$ cat config.mk
export PLATFORM = sky130hd
export DESIGN_NAME = sat_counter
export DESIGN_NICKNAME = d
export VERILOG_FILES = /design/src/rtl/count_sequence_checker_sat_counter.sv
export SDC_FILE = /design/constraint.sdc
export NUM_CORES = 1
export LEC_CHECK = 0
export CAP_MARGIN = 20
export CELL_PAD_IN_SITES_DETAIL_PLACEMENT = 1
export CELL_PAD_IN_SITES_GLOBAL_PLACEMENT = 2
export CORE_MARGIN = 2
export CORE_UTILIZATION = 30
export DETAILED_ROUTE_END_ITERATION = 6
export PLACE_DENSITY_LB_ADDON = 0.08
export SLEW_MARGIN = 10
export SYNTH_ARGS = -nofsm -noshare
export SYNTH_HDL_FRONTEND = slang
export SYNTH_SLANG_ARGS = --single-unit
$ cat constraint.sdc
create_clock -name clk -period 3.5 [get_ports clk]
set_input_delay 0.35 -clock clk [delete_from_list [all_inputs] [get_ports clk]]
set_output_delay 0.35 -clock clk [all_outputs]
set_load 0.01 [all_outputs]
$ cat src/rtl/count_sequence_checker_sat_counter.sv
// Saturating event counter with synchronous clear; holds at all-ones.
module sat_counter #(
  parameter int unsigned CNT_W = 8
) (
  input  logic             clk,
  input  logic             reset,
  input  logic             clr,
  input  logic             inc,
  output logic [CNT_W-1:0] q
);

  always_ff @(posedge clk or posedge reset) begin
    if (reset) begin
      q <= '0;
    end else if (clr) begin
      q <= '0;
    end else if (inc && (q != '1)) begin
      q <= q + CNT_W'(1);
    end
  end

endmodule

* Word-level counts from Yosys, hierarchy flattened
Cells that the tools add are included.
** Word-level totals
- Logic and storage cells :: 7
- Output and inout bits :: 8
- Input port bits :: 4
- Register bits :: 8
** Cells by class
- Mux-type cells :: 2
- Reductions and logical operators :: 2
- Add/sub/neg operators :: 1
- Eq/ne operators :: 1
** Operator list (number)
- two-way mux 8 bit :: 2
- adder 8 x 1 -> 8 bit, second input constant :: 1
- inequality test 8 bit, second input constant :: 1
- nonzero test 2 bit :: 1
- logical AND 1 bit :: 1

* Longest topological paths before layout
Gate-level depths: netlist of run 1.
- Depth after elaboration :: 4
- Gate-level depth with buffers :: 4
- Gate-level depth less buffers :: 4

* Least setup slack after synthesis of run 1
No wires, ideal clock.
- Path kind :: register to register
- From :: register q[0]
- To :: register q[5]
- Buffers on the path :: 0
- Cell stages (with the launch flop) :: 5
- Data arrival time :: 1463 ps
- Setup time :: 125 ps
- Required time :: 3375 ps
- Clock period less this slack :: 1588 ps
- Path slack :: 1912 ps
- Cells stage by stage :: dfrtp_1 > ha_1 > and3_1 > a211oi_2 > mux2_4
** Between the ends
- Longest elaborated chain between the ends :: 3
- Elaborated cells between the ends (all ways) :: 6
- Those cells by class :: add/sub: 1; eq/ne: 1; mux: 2; reduce/logical: 2
** RTL lines
- start, declared :: RTL line 9 : output logic [CNT_W-1:0] q
- start signal, assigned :: RTL line 18 : q <= q + CNT_W'(1);
- adder 8 x 1 -> 8 bit or inequality test 8 bit (tied branches) :: RTL line 18, 17
- two-way mux 8 bit or logical AND 1 bit (tied branches) :: RTL line 17 : end else if (inc && (q != '1)) begin
- two-way mux 8 bit or nonzero test 2 bit (tied branches)
Parallel ways exist; a longest one is shown, timed or not. The select of a mux whose other input is x is not followed.
A chain may end at the register's enable or synchronous reset.

* Final worst setup path of run 1
Same ends and word-level chain as after synthesis.

==> flow_summary.json, run 1 <==
{
  "dr.pass1.iters": 4,
  "gp_congestion": 0.761,
  "nets": 68,
  "numPortBuffers": 11,
  "num_antenna_cells": 0,
  "p_leak_nw": 0.286,
  "final_core_util_pct": 41.6,
  "tritoncts": "built",
  "fillers": 182,
  "crit_path_end_kind": "flip-flop",
  "wire_per_inst_um": 15.8,
  "maxCapViolCount": 0,
  "syn_area_um2": 504,
  "rsz0062_at_grt": "false",
  "grt_util_all_layers_pct": 15.3,
  "dieArea_mm2": 0.00202,
  "cts_max_path_buffers": 2,
  "power.total_mw": 0.193,
  "synthArstFlopShare_pct": 100,
  "synthFlopType": "dfrtp_1",
  "dieHeight_um": 45.0,
  "drt_iter0_drc": 4,
  "cts_htree_levels": 1,
  "drive_above_1_share_pct": 18.0,
  "skew_ps": 4.68,
  "status": "complete, no violations",
  "cts_root_buf": "clkbuf_4",
  "setup_tns_ps": 0,
  "top_register": "q",
  "vias": 441,
  "setup_viol": 0,
  "hold_viol_final": 0,
  "grt_overflow": 0,
  "reg_top3": "q (8)",
  "grt_first_pass_wirelength_um": 2130,
  "viasPerCell": 5.73,
  "synth.avg_cell_area_um2": 10.3,
  "cp_data_required_time_ps": 3640,
  "start_kind": "flip-flop",
  "cts_buffers": 3,
  "routed_wl_um": 1210,
  "drcViolationCount": 0,
  "synth-edff-count": 0,
  "ff_latch_area_um2": 200,
  "relSlewSlack_pct": 76.0,
  "hp-class": "in2async",
  "timing.fmax_mhz": 601,
  "power.density_mw_per_mm2": 301,
  "cp.arrival_ps": 1800,
  "multi_input_area_um2": 282,
  "grt_pass1_vias": 442,
  "crit_path_max_fanout": 5,
  "rows": 14,
  "drv_slew": 0,
  "clkSlewWorstSetupHoldPaths_ps": 60,
  "clkLatencyLatePin_ps": 260,
  "tightest_slew_ps": 359,
  "design.portCount": 12,
  "ys_types": 25,
  "hpwlAfterDp_um": 896,
  "antenna_found_initial": 0,
  "initial_utilization_pct": 32.7,
  "ctsResizeCount": 0,
  "syn_to_final_growth_pct": 27.3,
  "ys_seq_area_share_pct": 39.7,
  "placed_area_um2": 619,
  "grt_max_degree": 11,
  "period_needed_ps": 1670,
  "critical_path_class": "reg2reg",
  "fin_crit_sh_pct": 47.6,
  "cts_num_sinks": 8,
  "post_cts_buffers": 0,
  "coreArea_mm2": 0.00154,
  "synth_warnings": 0,
  "syn_nets": 54,
  "largest_reg_flops": 8,
  "syn_inst": 49,
  "synth-seq-cells": 8,
  "final_cell_area_um2": 642,
  "final_antenna_net_count": 0,
  "ir_drop_uv": 187,
  "cts_hold_buffers": 0,
  "fp.dieW_um": 45.0
}
[worst max-delay path, cell delays in order (launching register included)]
cell and delay [ps]:
dfrtp_1 430, ha_1 280, and3_1 260, a211oi_2 260, mux2_4 310
[kinds of logic after synthesis]
group	share of synthesized area (%)
fa+ha+maj	2.48
flops	39.7
simple gates	23.8
mux	13.9
buf+inv	4.47
compound gates	15.6
[power by group]
group          internal, mW  total [mW]  leakage (nW)  switching [mW]
registers            0.0947      0.0980         0.110         0.00321
logic                0.0119      0.0228         0.162          0.0109
clock network        0.0394      0.0724        0.0138          0.0331
total                 0.146       0.193         0.286          0.0472
[cell type report]
cell class / instances / share of cell area [%]
multi-input cells: 37 / 43.9
flip-flops and latches: 8 / 31.2
repair buffers: 11 / 17.2
clock buffers: 3 / 3.51
well taps: 16 / 3.12
inverters: 2 / 1.17
[routing by layer]
metal | GRT usage, % | up-vias | share of wire (%)
met1 | 19.7 | 221 | 47
met5 | 0 | - | 0
met4 | 8.82 | 0 | 2.1
li1 | - | 199 | -
met2 | 23.1 | 17 | 46
met3 | 3.60 | 4 | 5.0
[path summary, 6_finish.rpt]
check,startpoint,end,slack (ps),cells past startpoint
max,q[0],q[5],1830,4
min,reset,q[6],350,2
max reg2reg,q[0],q[5],1830,4
min reg2reg,q[1],q[1],610,2
max in group asynchronous,reset,q[2],2890,2
min in group clk,q[1],q[1],610,2
[per-stage QoR]
step | hold slack [ps] | setup WS, ps | std cells
3_3_place_gp | 563 | 1720 | 74
2_1_floorplan | 166 | 1910 | 49
6_report | 354 | 1830 | 77
4_1_cts | 363 | 1840 | 77
5_1_grt | 396 | 1780 | 77
3_5_place_dp | 595 | 1680 | 74
[synth_stat cells, types with 2 or more instances]
cell / instances / share of area [%]
a21oi_1: 2 / 2.0
a21oi_2: 2 / 3.5
dfrtp_1: 8 / 40
inv_1: 2 / 1.5
mux2_4: 4 / 12
nand2_1: 4 / 3.0
nand3_1: 2 / 2.0
nand4_1: 2 / 2.5
nor2_1: 4 / 3.0
nor2b_1: 4 / 5.0
[layout by cell type (no fill, tap or decap), types with 2 or more instances in the layout]
cell / Yosys / final
clkdlybuf4s50_1: 0 / 11
dfrtp_1: 8 / 8
nand2_1: 4 / 4
nor2b_1: 4 / 4
nor2_1: 4 / 4
mux2_4: 4 / 4
clkbuf_4: 0 / 3
nand4_1: 2 / 2
inv_1: 2 / 2
nand3_1: 2 / 2
a21oi_1: 2 / 2
a21oi_2: 2 / 2
Note: power is estimated with default switching activity, not from simulation.
==> run 2, diff against run 1 <==
--- a/config.mk
+++ b/config.mk
@@ -9,7 +9,7 @@
 export CELL_PAD_IN_SITES_DETAIL_PLACEMENT = 1
 export CELL_PAD_IN_SITES_GLOBAL_PLACEMENT = 2
 export CORE_MARGIN = 2
-export CORE_UTILIZATION = 30
+export CORE_UTILIZATION = 25
 export DETAILED_ROUTE_END_ITERATION = 6
 export PLACE_DENSITY_LB_ADDON = 0.08
 export SLEW_MARGIN = 10
==> constraint.sdc (replaced) <==
create_clock -name clk -period 1.5 [get_ports clk]
set_input_delay 0.15 -clock clk [delete_from_list [all_inputs] [get_ports clk]]
set_output_delay 0.15 -clock clk [all_outputs]
set_load 0.01 [all_outputs]
==> run 2 against run 1 <==
  * Clock power increased by 150%
  * Design area rose by 15%
  * Die area increased by 18%
  * Routed wire length grew 4.0%
  * Cell count increased by 27%
  * Via count rose by 3.2%
  * Non-clock buffer count grew 10
  * Sequential share of layout area down 4.2 points
  * Count of clock-buffer cells in the layout stayed put
==> flow_summary.json, run 2 (synthesized netlist as in run 1, its figures left out) <==
{
  "initial_utilization_pct": 26.2,
  "final_cell_mix": "clkdlybuf4s50_1 (10), buf_4 (10), dfrtp_1 (8)",
  "skew_ps": 4.13,
  "cts_root_buf": "clkbuf_4",
  "dieHeight_um": 48.9,
  "grt_overflow": 0,
  "dieArea_mm2": 0.00239,
  "grt_max_degree": 11,
  "final_cell_area_um2": 741,
  "reg2reg_from": "q[0]",
  "hpwlAfterDp_um": 1000,
  "cp_slowest_cell": "clkdlybuf4s50_1",
  "relSlewSlack_pct": 75.9,
  "num_antenna_cells": 0,
  "nets": 78,
  "period_needed_ps": 1430,
  "drv_slew": 0,
  "reg2reg_to": "q[0]",
  "numPortBuffers": 11,
  "critPathBufInv": 2,
  "clkSlewWorstSetupHoldPaths_ps": 60,
  "largest_reg_flops": 8,
  "grt_first_pass_wirelength_um": 2150,
  "rsz0062_at_grt": "false",
  "fillers": 227,
  "power.density_mw_per_mm2": 637,
  "tightest_slew_ps": 360,
  "gp_congestion": 0.653,
  "hp-class": "in2async",
  "fp.dieW_um": 48.9,
  "final_core_util_pct": 38.5,
  "tritoncts": "built",
  "crit_chain": "buf_4, clkdlybuf4s50_1",
  "p_leak_nw": 0.352,
  "drt_iter0_drc": 5,
  "setup_slack_ps": 65.4,
  "top_register": "q",
  "clkLatencyLatePin_ps": 260,
  "placed_area_um2": 716,
  "wire_per_inst_um": 12.9,
  "regToRegSetupSlack_ps": 90,
  "cts_buffers": 3,
  "setup_viol": 0,
  "ir_drop_uv": 304,
  "timing.fmax_mhz": 697,
  "cts_htree_levels": 1,
  "crit_path_max_fanout": 6,
  "rows": 16,
  "viasPerCell": 4.64,
  "start_kind": "flip-flop",
  "routed_wl_um": 1260,
  "maxCapViolCount": 0,
  "coreArea_mm2": 0.00192,
  "grt_util_all_layers_pct": 12.3,
  "drive_above_1_share_pct": 32.4,
  "reg2reg_depth": 4,
  "design.portCount": 12,
  "cp_data_required_time_ps": 1350,
  "status": "complete, no violations",
  "slowest_delay_ps": 540,
  "dr.pass1.iters": 4,
  "cts_num_sinks": 8,
  "final_antenna_net_count": 0,
  "crit_family": "buffers and inverters",
  "fin_crit_sh_pct": 95.6,
  "vias": 455,
  "post_cts_buffers": 0,
  "syn_to_final_growth_pct": 46.9,
  "reg_top3": "q (8)",
  "cts_max_path_buffers": 2,
  "ff_latch_area_um2": 200,
  "grt_pass1_vias": 476,
  "multi_input_area_um2": 289,
  "critical_path_class": "reg2out",
  "hold_viol_final": 0,
  "antenna_found_initial": 0,
  "cp.arrival_ps": 1280,
  "drcViolationCount": 0,
  "crit_path_end_kind": "output port",
  "pre_cts_slack_ps": -27.0
}
run 2: cell types whose count changed in the layout (fill, tap and decap cells not counted), sizes merged:
| cell | before | now |
|---|---|---|
| buf | 0 | 10 |
| clkdlybuf4s50 | 11 | 10 |
| dlymetal6s2s | 0 | 1 |
run 2: per-layer routing:
layer	wire (um)	share of wire [%]	vias up	global-route usage, %
met5	0	0	-	0
met4	23	1.8	0	7.14
met1	590	47	222	14.4
met2	619	49	9	20.5
met3	30	2.4	3	2.76
li1	-	-	221	-
run 2: final cells by class:
class | instances | share of cell area (%)
clock buffer | 3 | 3.04
inverter | 2 | 1.01
multi-input combinational | 37 | 39.0
sequential | 8 | 27.0
tap | 27 | 4.56
timing repair buffer | 21 | 25.3
run 2: worst max path at each step:
stage          startpoint  slack, ps  endpoint  cells past startpoint
2_1_floorplan        q[1]         40      q[5]                      4
3_3_place_gp          inc        -10      q[5]                      4
3_5_place_dp          inc        -30      q[5]                      4
4_1_cts              q[2]         30      q[2]                      2
5_1_grt              q[0]         30      q[0]                      2
6_report             q[3]         70      q[3]                      2
run 2: report_power, final:
| group | switching, mW | total [mW] | internal (mW) | leakage, nW |
|---|---|---|---|---|
| clock | 0.0878 | 0.180 | 0.0926 | 0.0138 |
| sequential | 0.00342 | 0.224 | 0.221 | 0.110 |
| combinational | 0.0303 | 0.0669 | 0.0366 | 0.228 |
| total | 0.121 | 0.472 | 0.350 | 0.352 |
run 2: what timing repair did:
action	in CTS	in global routing
resized for setup	0	1
hold buffers	0	0
setup endpoints to repair	0	1
run 2: stage by stage:
stage               cells  total power [mW]  hold slack [ps]  setup TNS, ps
finish                 98             0.472              139              0
global route           98             0.492              194              0
CTS                    98             0.478              160              0
detailed placement     95             0.297              443          -27.0
global placement       95             0.297              441          -14.4
floorplan              49             0.259            -34.3              0
==> run 3, diff against run 2 <==
--- a/config.mk
+++ b/config.mk
@@ -11,7 +11,7 @@
 export CORE_MARGIN = 2
 export CORE_UTILIZATION = 25
 export DETAILED_ROUTE_END_ITERATION = 6
-export PLACE_DENSITY_LB_ADDON = 0.08
+export PLACE_DENSITY_LB_ADDON = 0.1
 export SLEW_MARGIN = 10
 export SYNTH_ARGS = -nofsm -noshare
 export SYNTH_HDL_FRONTEND = slang
==> run 3 against run 2 <==
  * Non-clock buffer count grew 2
  * Routed wire length grew 5.8%
  * Register-to-register slack is essentially flat
  * Total power shrank 1.4%
  * Global-route usage grew 0.92 points
  * Combinational power grew 5.4%
  * Maximum frequency shrank 1.3%
  * Critical endpoint is now q[2]
  * Flip-flop and latch count is the same
  * Largest power group unchanged
  * First-iteration DRC count shrank 100%
  * Utilization grew 0.91 points
==> flow_summary.json, run 3 (synthesized netlist as in run 1, its figures left out) <==
{
  "reg2reg_from": "q[1]",
  "drt_iter0_drc": 0,
  "crit_chain": "buf_4, clkdlybuf4s50_1",
  "viasPerCell": 4.52,
  "p_leak_nw": 0.359,
  "reg2reg_depth": 4,
  "relSlewSlack_pct": 78.6,
  "grt_pass1_vias": 487,
  "final_core_util_pct": 39.5,
  "dr.pass1.iters": 1,
  "power.density_mw_per_mm2": 613,
  "critical_path_class": "reg2out",
  "fillers": 235,
  "clkLatencyLatePin_ps": 260,
  "critPathBufInv": 2,
  "ir_drop_uv": 322,
  "slowest_delay_ps": 520,
  "gp_congestion": 0.675,
  "initial_utilization_pct": 26.2,
  "syn_to_final_growth_pct": 50.4,
  "largest_reg_flops": 8,
  "crit_family": "buffers and inverters",
  "status": "complete, no violations",
  "timing.fmax_mhz": 688,
  "crit_path_end_kind": "output port",
  "setup_viol": 0,
  "fin_cells": 100,
  "cts_max_path_buffers": 2,
  "regToRegSetupSlack_ps": 100,
  "vias": 452,
  "grt_first_pass_wirelength_um": 2290,
  "design.portCount": 12,
  "coreArea_mm2": 0.00192,
  "cts_hold_buffers": 0,
  "tritoncts": "built",
  "fin_crit_sh_pct": 96.9,
  "cts_root_buf": "clkbuf_4",
  "num_antenna_cells": 0,
  "grt_max_degree": 11,
  "skew_ps": 4.75,
  "place_inst": 95,
  "dieHeight_um": 48.9,
  "nets": 80,
  "rsz0062_at_grt": "false",
  "hold_viol_final": 0,
  "antenna_found_initial": 0,
  "grt_util_all_layers_pct": 13.2,
  "final_antenna_net_count": 0,
  "drcViolationCount": 0,
  "drive_above_1_share_pct": 37.0,
  "period_needed_ps": 1450,
  "reg_top3": "q (8)",
  "hpwlAfterDp_um": 1020,
  "final_common_cell": "buf_4",
  "top_register": "q",
  "rows": 16,
  "hp-class": "in2async",
  "cp_data_required_time_ps": 1350,
  "tightest_slew_ps": 321,
  "maxCapViolCount": 0,
  "numPortBuffers": 11,
  "drv_slew": 0,
  "routed_wl_um": 1340,
  "grt_overflow": 0,
  "cp.arrival_ps": 1300,
  "start_kind": "flip-flop",
  "cp_slowest_cell": "clkdlybuf4s50_1",
  "cts_num_sinks": 8,
  "cts_htree_levels": 1,
  "final_cell_mix": "buf_4 (12), clkdlybuf4s50_1 (10), dfrtp_1 (6)",
  "fp.dieW_um": 48.9,
  "dieArea_mm2": 0.00239,
  "cts_buffers": 3,
  "crit_path_max_fanout": 5,
  "reg2reg_to": "q[5]",
  "clkSlewWorstSetupHoldPaths_ps": 60,
  "wire_per_inst_um": 13.4
}
-- run 3: report_power, final --
group	switching (mW)	internal (mW)	leakage (nW)	total (mW)
combinational	0.0309	0.0397	0.239	0.0705
clock	0.0782	0.0919	0.0138	0.170
sequential	0.00337	0.221	0.107	0.224
-- run 3: metal layers --
layer  GRT usage (%)  routed length (um)
met4            7.14                  19
met5               0                   0
met3            3.99                  49
met1            16.0                 590
met2            21.0                 676
-- run 3: metrics by stage --
stage	total power, mW	cell area [um^2]	hold WS, ps	worst slack (ps)	TNS [ps]
after floorplan	0.259	512	-34.3	37.7	0
after global placement	0.299	716	441	-15.9	-15.9
after detailed placement	0.299	716	443	-30.6	-30.6
after CTS	0.479	739	165	18.9	0
after global routing	0.497	758	160	8.09	0
final	0.465	758	146	46.4	0
-- run 3: timing repair --
action | in CTS | in global routing
resized for setup | 1 | 2
setup buffers | 0 | 2
gates cloned | 0 | 0
setup endpoints to repair | 1 | 3
-- run 3: worst max-delay path by stage --
stage	depth (start not counted)	from	endpoint	slack (ps)
finish	2	q[2]	q[2]	50
floorplan	4	q[1]	q[5]	40
global placement	4	inc	q[5]	-20
detailed placement	4	inc	q[5]	-30
global route	2	q[2]	q[2]	8
CTS	2	q[2]	q[2]	20
-- run 3: layout make-up --
cell class                      instances  area (um^2)  area share [%]
Inverter                                2         7.51           0.990
Clock buffer                            3         22.5            2.97
Timing Repair Buffer                   23          203            26.7
Sequential cell                         8          203            26.7
Multi-Input combinational cell         37          289            38.1
Tap cell                               27         33.8            4.46
